File: src/rtl/memory_pkg.sv
// -----------------------------------------------------------------------------
// memory_pkg
// Shared encodings for the memory-access stage: write-back source selects,
// access sizes, misaligned-access exception causes, FSM states, the
// write-back register bundle and a misalignment helper.
// -----------------------------------------------------------------------------
package memory_pkg;

   // Write-back source selects (consumed by the writeback stage)
   localparam logic [1:0] WRITE_SEL_ALU  = 2'b00;
   localparam logic [1:0] WRITE_SEL_CSR  = 2'b01;
   localparam logic [1:0] WRITE_SEL_LOAD = 2'b10;
   localparam logic [1:0] WRITE_SEL_PC   = 2'b11;

   // Access sizes; 2'b11 behaves as a word
   localparam logic [1:0] SIZE_BYTE = 2'b00;
   localparam logic [1:0] SIZE_HALF = 2'b01;
   localparam logic [1:0] SIZE_WORD = 2'b10;

   // Exception causes raised by this stage
   localparam logic [3:0] ECAUSE_LOAD_MISALIGNED  = 4'd4;
   localparam logic [3:0] ECAUSE_STORE_MISALIGNED = 4'd6;

   typedef enum logic [1:0] {
      ST_IDLE  = 2'b00,
      ST_BUSY  = 2'b01,
      ST_DRAIN = 2'b10
   } state_t;

   // Everything handed to writeback, registered as one bundle
   typedef struct packed {
      logic [31:0] pc;
      logic [31:0] next_pc;
      logic [31:0] alu_data;
      logic [31:0] csr_data;
      logic [31:0] load_data;
      logic [1:0]  write_select;
      logic [4:0]  rd_addr;
      logic [11:0] csr_addr;
      logic        mret;
      logic        wfi;
      logic        valid;
      logic        exception;
      logic [3:0]  ecause;
   } wb_t;

   function automatic logic is_misaligned(input logic [1:0] size, input logic [1:0] addr_lo);
      case (size)
         SIZE_BYTE: is_misaligned = 1'b0;
         SIZE_HALF: is_misaligned = addr_lo[0];
         default:   is_misaligned = (addr_lo != 2'b00);
      endcase
   endfunction

endpackage

File: src/rtl/memory_if.sv
// -----------------------------------------------------------------------------
// memory_if
// Data-bus handshake between the memory stage (master) and the data memory
// (slave). A transfer is offered with mem_valid and completes in the cycle
// the slave raises mem_ready; request fields hold steady until then.
//   mem_valid      master->slave  transfer pending
//   mem_ready      slave->master  transfer completes this cycle
//   mem_address    master->slave  word-aligned byte address
//   mem_store      master->slave  1 = write, 0 = read
//   mem_byte_mask  master->slave  active byte lanes
//   mem_store_data master->slave  lane-replicated write data
//   mem_load_data  slave->master  read word, valid with mem_ready
// -----------------------------------------------------------------------------
interface memory_if;
   logic        mem_valid;
   logic        mem_ready;
   logic [31:0] mem_address;
   logic        mem_store;
   logic [3:0]  mem_byte_mask;
   logic [31:0] mem_store_data;
   logic [31:0] mem_load_data;

   modport master (
      output mem_valid, mem_address, mem_store, mem_byte_mask, mem_store_data,
      input  mem_ready, mem_load_data
   );

   modport slave (
      input  mem_valid, mem_address, mem_store, mem_byte_mask, mem_store_data,
      output mem_ready, mem_load_data
   );
endinterface

File: src/rtl/mem_align.sv
// -----------------------------------------------------------------------------
// mem_align
// Combinational byte-lane logic for the memory stage.
//   size        access size (00 byte, 01 half, 10/11 word)
//   addr_lo     low two address bits
//   load_signed sign-extend the selected load lane
//   store_data  rs2 value
//   load_word   raw word returned by the bus
//   byte_mask   active byte lanes
//   store_lanes store data replicated across all lanes
//   load_data   selected, extended load result
// -----------------------------------------------------------------------------
module mem_align
   import memory_pkg::*;
(
   input  logic [1:0]  size,
   input  logic [1:0]  addr_lo,
   input  logic        load_signed,
   input  logic [31:0] store_data,
   input  logic [31:0] load_word,
   output logic [3:0]  byte_mask,
   output logic [31:0] store_lanes,
   output logic [31:0] load_data
);

   logic [31:0] shifted;

   // Bring the addressed lane down to bit 0
   assign shifted = load_word >> {addr_lo, 3'b000};

   always_comb begin
      // NOTE: every output gets a default before the case so no path leaves
      // one unassigned -- that is what keeps this block free of latches.
      byte_mask   = 4'b1111;
      store_lanes = store_data;
      load_data   = shifted;
      case (size)
         SIZE_BYTE: begin
            byte_mask   = 4'b0001 << addr_lo;
            store_lanes = {4{store_data[7:0]}};
            load_data   = {{24{load_signed & shifted[7]}}, shifted[7:0]};
         end
         SIZE_HALF: begin
            byte_mask   = 4'b0011 << {addr_lo[1], 1'b0};
            store_lanes = {2{store_data[15:0]}};
            load_data   = {{16{load_signed & shifted[15]}}, shifted[15:0]};
         end
         default: ;
      endcase
   end

endmodule

File: src/rtl/memory.sv
// -----------------------------------------------------------------------------
// memory
// Memory-access stage of the in-order RV32 core (execute -> writeback).
// Issues loads/stores on the data bus, stalls upstream while a transfer is
// outstanding, formats load data, flags misaligned accesses, and registers
// everything writeback consumes. A flush never abandons an in-flight transfer:
// the stage drains it and discards the result.
//   clk, reset (sync, active-low)
//   *_in / load / store / size / load_signed / store_data : from execute
//   flush : trap taken by writeback this cycle
//   stall : upstream must hold its registers
//   bus   : data bus master
//   pc ... ecause : registered outputs to writeback
// -----------------------------------------------------------------------------
module memory
   import memory_pkg::*;
(
   input  logic        clk,
   input  logic        reset,
   input  logic [31:0] pc_in,
   input  logic [31:0] next_pc_in,
   input  logic [31:0] alu_data_in,
   input  logic [31:0] csr_data_in,
   input  logic [31:0] store_data,
   input  logic        load,
   input  logic        store,
   input  logic [1:0]  size,
   input  logic        load_signed,
   input  logic [1:0]  write_select_in,
   input  logic [4:0]  rd_addr_in,
   input  logic [11:0] csr_addr_in,
   input  logic        mret_in,
   input  logic        wfi_in,
   input  logic        valid_in,
   input  logic        exception_in,
   input  logic [3:0]  ecause_in,
   input  logic        flush,
   output logic        stall,
   memory_if.master    bus,
   output logic [31:0] pc,
   output logic [31:0] next_pc,
   output logic [31:0] alu_data,
   output logic [31:0] csr_data,
   output logic [31:0] load_data,
   output logic [1:0]  write_select,
   output logic [4:0]  rd_addr,
   output logic [11:0] csr_addr,
   output logic        mret,
   output logic        wfi,
   output logic        valid,
   output logic        exception,
   output logic [3:0]  ecause
);

   state_t      state_q, state_d;
   wb_t         wb_q, wb_d, pass, bubble;
   logic        request, misaligned;
   logic        issue, retire;
   logic [3:0]  byte_mask;
   logic [31:0] store_lanes, load_fmt;

   assign request    = valid_in && (load || store) && !exception_in;
   assign misaligned = is_misaligned(size, alu_data_in[1:0]);

   // Upstream holds its registers while BUSY, so the current inputs still
   // describe the outstanding access when mem_ready arrives.
   mem_align u_align (
      .size        (size),
      .addr_lo     (alu_data_in[1:0]),
      .load_signed (load_signed),
      .store_data  (store_data),
      .load_word   (bus.mem_load_data),
      .byte_mask   (byte_mask),
      .store_lanes (store_lanes),
      .load_data   (load_fmt)
   );

   // Incoming instruction as it would leave this stage unmodified
   always_comb begin
      pass.pc           = pc_in;
      pass.next_pc      = next_pc_in;
      pass.alu_data     = alu_data_in;
      pass.csr_data     = csr_data_in;
      pass.load_data    = 32'h0;
      pass.write_select = write_select_in;
      pass.rd_addr      = rd_addr_in;
      pass.csr_addr     = csr_addr_in;
      pass.mret         = mret_in;
      pass.wfi          = wfi_in;
      pass.valid        = valid_in;
      pass.exception    = exception_in;
      pass.ecause       = ecause_in;

      bubble           = pass;
      bubble.valid     = 1'b0;
      bubble.exception = 1'b0;
      bubble.rd_addr   = 5'd0;
   end

   // Next-state, stall and write-back selection
   always_comb begin
      state_d = state_q;
      stall   = 1'b0;
      issue   = 1'b0;
      retire  = 1'b0;
      wb_d    = bubble;
      case (state_q)
         ST_IDLE: begin
            if (flush) begin
               wb_d = bubble;
            end else if (request && misaligned) begin
               wb_d           = pass;
               wb_d.exception = 1'b1;
               wb_d.ecause    = store ? ECAUSE_STORE_MISALIGNED : ECAUSE_LOAD_MISALIGNED;
            end else if (request) begin
               issue   = 1'b1;
               stall   = 1'b1;
               state_d = ST_BUSY;
            end else begin
               wb_d = pass;
            end
         end
         ST_BUSY: begin
            stall = !bus.mem_ready && !flush;
            if (bus.mem_ready) begin
               retire  = 1'b1;
               state_d = ST_IDLE;
               if (!flush) begin
                  wb_d           = pass;
                  wb_d.load_data = load ? load_fmt : 32'h0;
               end
            end else if (flush) begin
               state_d = ST_DRAIN;
            end
         end
         ST_DRAIN: begin
            // The bus still owes us a response; hold any new access back
            stall = !bus.mem_ready && request;
            if (bus.mem_ready) begin
               retire  = 1'b1;
               state_d = ST_IDLE;
            end
         end
         default: state_d = ST_IDLE;
      endcase
   end

   always_ff @(posedge clk) begin
      // NOTE: sequential state is assigned with <= so every register samples
      // values from before this edge, independent of statement order.
      if (!reset) state_q <= ST_IDLE;
      else        state_q <= state_d;
   end

   // Bus request registers: loaded on issue, frozen until mem_ready
   always_ff @(posedge clk) begin
      if (!reset) begin
         bus.mem_valid      <= 1'b0;
         bus.mem_store      <= 1'b0;
         bus.mem_address    <= 32'h0;
         bus.mem_byte_mask  <= 4'h0;
         bus.mem_store_data <= 32'h0;
      end else if (issue) begin
         bus.mem_valid      <= 1'b1;
         bus.mem_store      <= store;
         bus.mem_address    <= {alu_data_in[31:2], 2'b00};
         bus.mem_byte_mask  <= byte_mask;
         bus.mem_store_data <= store_lanes;
      end else if (retire) begin
         bus.mem_valid <= 1'b0;
      end
   end

   always_ff @(posedge clk) begin
      if (!reset) wb_q <= '0;
      else        wb_q <= wb_d;
   end

   assign pc           = wb_q.pc;
   assign next_pc      = wb_q.next_pc;
   assign alu_data     = wb_q.alu_data;
   assign csr_data     = wb_q.csr_data;
   assign load_data    = wb_q.load_data;
   assign write_select = wb_q.write_select;
   assign rd_addr      = wb_q.rd_addr;
   assign csr_addr     = wb_q.csr_addr;
   assign mret         = wb_q.mret;
   assign wfi          = wb_q.wfi;
   assign valid        = wb_q.valid;
   assign exception    = wb_q.exception;
   assign ecause       = wb_q.ecause;

endmodule
File: src/flat_wrapper.sv
// flat-port wrapper written by rule: the top's interface ports become plain ports
module memory_flat import memory_pkg::*;
  (clk, reset, pc_in, next_pc_in, alu_data_in, csr_data_in, store_data, load, store, size, load_signed, write_select_in, rd_addr_in, csr_addr_in, mret_in, wfi_in, valid_in, exception_in, ecause_in, flush, stall, pc, next_pc, alu_data, csr_data, load_data, write_select, rd_addr, csr_addr, mret, wfi, valid, exception, ecause, bus_mem_valid, bus_mem_address, bus_mem_store, bus_mem_byte_mask, bus_mem_store_data, bus_mem_ready, bus_mem_load_data);
  memory_if bus_i ();
  input  logic clk;
  input  logic reset;
  input  logic [31:0] pc_in;
  input  logic [31:0] next_pc_in;
  input  logic [31:0] alu_data_in;
  input  logic [31:0] csr_data_in;
  input  logic [31:0] store_data;
  input  logic load;
  input  logic store;
  input  logic [1:0] size;
  input  logic load_signed;
  input  logic [1:0] write_select_in;
  input  logic [4:0] rd_addr_in;
  input  logic [11:0] csr_addr_in;
  input  logic mret_in;
  input  logic wfi_in;
  input  logic valid_in;
  input  logic exception_in;
  input  logic [3:0] ecause_in;
  input  logic flush;
  output logic stall;
  output logic [31:0] pc;
  output logic [31:0] next_pc;
  output logic [31:0] alu_data;
  output logic [31:0] csr_data;
  output logic [31:0] load_data;
  output logic [1:0] write_select;
  output logic [4:0] rd_addr;
  output logic [11:0] csr_addr;
  output logic mret;
  output logic wfi;
  output logic valid;
  output logic exception;
  output logic [3:0] ecause;
  output wire logic [$bits(bus_i.mem_valid)-1:0] bus_mem_valid;
  output wire logic [$bits(bus_i.mem_address)-1:0] bus_mem_address;
  output wire logic [$bits(bus_i.mem_store)-1:0] bus_mem_store;
  output wire logic [$bits(bus_i.mem_byte_mask)-1:0] bus_mem_byte_mask;
  output wire logic [$bits(bus_i.mem_store_data)-1:0] bus_mem_store_data;
  input wire logic [$bits(bus_i.mem_ready)-1:0] bus_mem_ready;
  input wire logic [$bits(bus_i.mem_load_data)-1:0] bus_mem_load_data;
  assign bus_mem_valid = bus_i.mem_valid;
  assign bus_mem_address = bus_i.mem_address;
  assign bus_mem_store = bus_i.mem_store;
  assign bus_mem_byte_mask = bus_i.mem_byte_mask;
  assign bus_mem_store_data = bus_i.mem_store_data;
  assign bus_i.mem_ready = bus_mem_ready;
  assign bus_i.mem_load_data = bus_mem_load_data;
  memory u_core (.clk(clk), .reset(reset), .pc_in(pc_in), .next_pc_in(next_pc_in), .alu_data_in(alu_data_in), .csr_data_in(csr_data_in), .store_data(store_data), .load(load), .store(store), .size(size), .load_signed(load_signed), .write_select_in(write_select_in), .rd_addr_in(rd_addr_in), .csr_addr_in(csr_addr_in), .mret_in(mret_in), .wfi_in(wfi_in), .valid_in(valid_in), .exception_in(exception_in), .ecause_in(ecause_in), .flush(flush), .stall(stall), .bus(bus_i), .pc(pc), .next_pc(next_pc), .alu_data(alu_data), .csr_data(csr_data), .load_data(load_data), .write_select(write_select), .rd_addr(rd_addr), .csr_addr(csr_addr), .mret(mret), .wfi(wfi), .valid(valid), .exception(exception), .ecause(ecause));
endmodule
File: config.mk
export PLATFORM = sky130hd
export DESIGN_NAME = memory_flat
export DESIGN_NICKNAME = d
export VERILOG_FILES = /design/src/rtl/memory_pkg.sv /design/src/rtl/memory_if.sv /design/src/rtl/mem_align.sv /design/src/rtl/memory.sv /design/src/flat_wrapper.sv
export SDC_FILE = /design/constraint.sdc
export NUM_CORES = 1
export LEC_CHECK = 0
export ABC_AREA = 1
export CORE_AREA = 4 4 186 188
export CTS_CLUSTER_SIZE = 10
export DETAILED_ROUTE_END_ITERATION = 8
export DIE_AREA = 0 0 190 192
export PLACE_DENSITY_LB_ADDON = 0.2
export SLEW_MARGIN = 10
export SYNTH_ARGS = -nofsm -noshare
export SYNTH_HDL_FRONTEND = slang
export SYNTH_HIERARCHICAL = 1
export SYNTH_SLANG_ARGS = --single-unit
File: constraint.sdc
create_clock -name clk -period 3.1 [get_ports clk]
set_clock_uncertainty 0.15 [all_clocks]
set_input_delay 0.31 -clock clk [delete_from_list [all_inputs] [get_ports clk]]
set_output_delay 0.31 -clock clk [all_outputs]
set_load 0.01 [all_outputs]
==> impl_metrics.tcl <==
set metrics [dict create \
    status "finished clean" \
    powerDensity_nw_per_um2 522 \
    crit_top_cell "inv_1" \
    tightest_slew_ns 0.709 \
    final_antenna_net_count 0 \
    final_cell_mix "482 x clkdlybuf4s50_1, 284 x nand2_1, 257 x dfxtp_1, 189 x inv_1, 152 x nor2_1" \
    syn_area_um2 9170 \
    timing_hold_violations_final 0 \
    drv_cap 0 \
    cp_slowest_cell "clkdlybuf4s50_1" \
    firstDrtPassIters 4 \
    die_h_um 192 \
    drive_gt1_share_pct 4.17 \
    arrival_ns 2.30 \
    report.final.setup_viol 0 \
    seq_area_um2 5140 \
    grt_overflow_total 0 \
    r2r_start "u_core/state_q[0]" \
    met1_usage_pct 20.4 \
    cp_max_fo 4 \
    cts_resized 0 \
    cts_num_sinks 257 \
    seqPwrFrac_pct 44.2 \
    track_usage_pct 17.0 \
    nFillCells 3281 \
    r2r_cells 7 \
    leakage_nw 7.28 \
    nNetsFinal 1848 \
    syn_inst 1158 \
    synthFlopType "dfxtp_1" \
    die_w_um 190 \
    start_util_pct 27.7 \
    ys_seq_area_share_pct 56.1 \
    dp_hpwl_um 24800 \
    ys_types 33 \
    crit_path_start "u_core/state_q[0]" \
    end_kind "output port" \
    via_per_inst 4.12 \
    power.switching_mw 1.89 \
    crit_required_ns 2.64 \
    start_kind "flop" \
    crit_chain "inv_1 -> ha_1 -> inv_1 -> nor3_4 -> inv_2 -> a21oi_2 -> clkdlybuf4s50_1" \
    fin_util_pct 45.8 \
    rsz0062_at_grt "false" \
    synth_top_family_by_area "simple AND/OR/NAND/NOR gates" \
    fin_setup_tns_ns 0 \
    numCtsBuffers 31 \
    port_buffers 483 \
    swShare_pct 23.8 \
    slew_headroom_pct 52.8 \
    drt-initial-drc-count 383 \
    clockPowerShare_pct 41.8 \
    irDropWorstVdd_mv 0.473 \
    dr_total_vias 8566 \
    syn_to_final_growth_pct 65.6 \
    fmax_mhz 362 \
    grt_pass1_vias 8141 \
    grt_max_degree 168 \
    yosys.area_share.xor_xnor_pct 0 \
    drt-total-wl_um 33300 \
    htree_levels 1 \
    busiest_layer "met2" \
    hold_buffers 1 \
    clk_pin_slew_worst_paths_ns 0.06 \
    synth_mux_area_share_pct 0 \
    async_flop_share_pct 0 \
    synthAdderAreaFrac_pct 0.546 \
    crit_type "reg -> out" \
    grtUsageMet3_pct 5.16 \
    dieArea_um2 36500 \
    io_pins 486 \
    synthSimpleGateAreaFrac_pct 24.0 \
    cts_setup_buffers 0 \
    multi_input_area_um2 2890 \
    cts_buffer_depth 3 \
    synth-seq-cells 257 \
    cts_tree "done" \
    clock_latency_ns 0.56 \
    cts-root-buf "clkbuf_16" \
    hold_class "in -> reg" \
    synth_top_area_share_pct 56.1 \
    synth-compound-area-share_pct 6.91 \
    core_um2 33100 \
    grt_util_met2_pct 29.6 \
    synth_area_leaders "dfxtp_1 56%, nand2_1 12%, inv_1 7.7%" \
    antenna_found_initial 1 \
    final.period_utilization_pct 89.0 \
    slowest_delay_ns 0.60 \
    drc 0 \
    rows 67 \
    grt_pass1_wl_um 48900 \
    p_int_mw 6.04 \
    yosysWarnings 6 \
    power.total_mw 7.93 \
    wl_per_cell_um 16.0 \
    slew_violations 0 \
    hold_depth 3 \
    synth_edf_count 0 \
    synth_top_cell_by_area "dfxtp_1" \
    fin_crit_ns 2.76 \
    postSynthAreaPerCell_um2 7.91 \
    min_from "rd_addr_in[3]" \
    power_frac_comb_pct 14.0 \
    layout_commonest_cell "clkdlybuf4s50_1" \
    place.gp.congestion 0.832 \
]
## critical path: cells and delay by family (launching register included)
kind	cells	cell delay [ns]
AO/OA/AOI/OAI	1	0.16
flip-flops	1	0.34
buffers and inverters	4	0.86
AND/OR/NAND/NOR	1	0.21
adder cells (fa/ha/maj)	1	0.17
## power groups by stage
stage	sequential [mW]	combinational, mW	clock [mW]
CTS	3.50	1.13	3.45
finish	3.50	1.11	3.32
floorplan	3.64	0.351	0
detailed placement	3.57	1.12	0
global route	3.51	1.21	3.58
global placement	3.57	1.11	0
## worst paths after layout
kind	endpoint	slack, ns
hold reg to reg	u_core/bus.mem_valid	0.34
hold / removal	u_core/rd_addr[3]	0.11
setup / recovery	stall	0.34
setup reg to reg	u_core/bus.mem_store_data[1]	1.04
## cell usage after synthesis (2+ instances only)
master	n
nand2_1	284
inv_2	3
o211ai_1	8
clkbuf_1	32
o21ai_0	85
a21oi_2	2
nand3_1	30
ha_1	4
inv_1	189
nand2_4	2
nor2_4	3
nor2_1	152
buf_6	10
a21oi_1	20
buf_2	12
inv_4	2
nor3b_1	32
buf_4	13
dfxtp_1	257
o21ai_1	3
nand2_2	2
nand3_4	2
## area by class of cell
type / count / area share (%)
Antenna cell: 1 / 0.0165
Clock buffer: 44 / 5.63
Clock inverter: 3 / 0.363
Inverter: 194 / 4.83
Multi-Input combinational cell: 639 / 19.0
Sequential cell: 257 / 33.9
Tap cell: 448 / 3.69
Timing Repair Buffer: 493 / 32.5
## metrics by stage
| step | hold slack, ns | worst slack, ns | instances | cell area [µm²] |
|---|---|---|---|---|
| after floorplan | 0.253 | 1.26 | 1159 | 9170 |
| after global placement | 0.326 | 0.460 | 2030 | 14300 |
| after detailed placement | 0.333 | 0.462 | 2030 | 14300 |
| after CTS | 0.0766 | 0.258 | 2078 | 15200 |
| after global routing | 0.0917 | 0.166 | 2079 | 15200 |
| final | 0.115 | 0.339 | 2079 | 15200 |
## sequential cells by signal (all words and copies together), names as in the netlist
register / cells
u_core/load_data: 32
u_core/bus.mem_store: 1
u_core/exception: 1
u_core/csr_addr: 12
u_core/next_pc: 32
u_core/bus.mem_valid: 1
u_core/ecause: 4
u_core/alu_data: 32
u_core/rd_addr: 5
u_core/bus.mem_store_data: 32
u_core/valid: 1
u_core/write_select: 2
u_core/wfi: 1
u_core/csr_data: 32
u_core/pc: 32
u_core/bus.mem_address: 30
u_core/mret: 1
u_core/state_q: 2
u_core/bus.mem_byte_mask: 4
## layer usage
layer	up-vias	share of wire, %
li1	4369	-
met5	-	0
met2	312	49
met1	3838	40
met3	47	8.6
met4	0	2.4
## logic make-up after synthesis
family,count (synthesis)
buffers and inverters,263
DFF,257
and+or+nand+nor,513
other,1
AOI/OAI and AO/OA,120
adders and majority gates,4
Power figures use the tool's default switching activity.
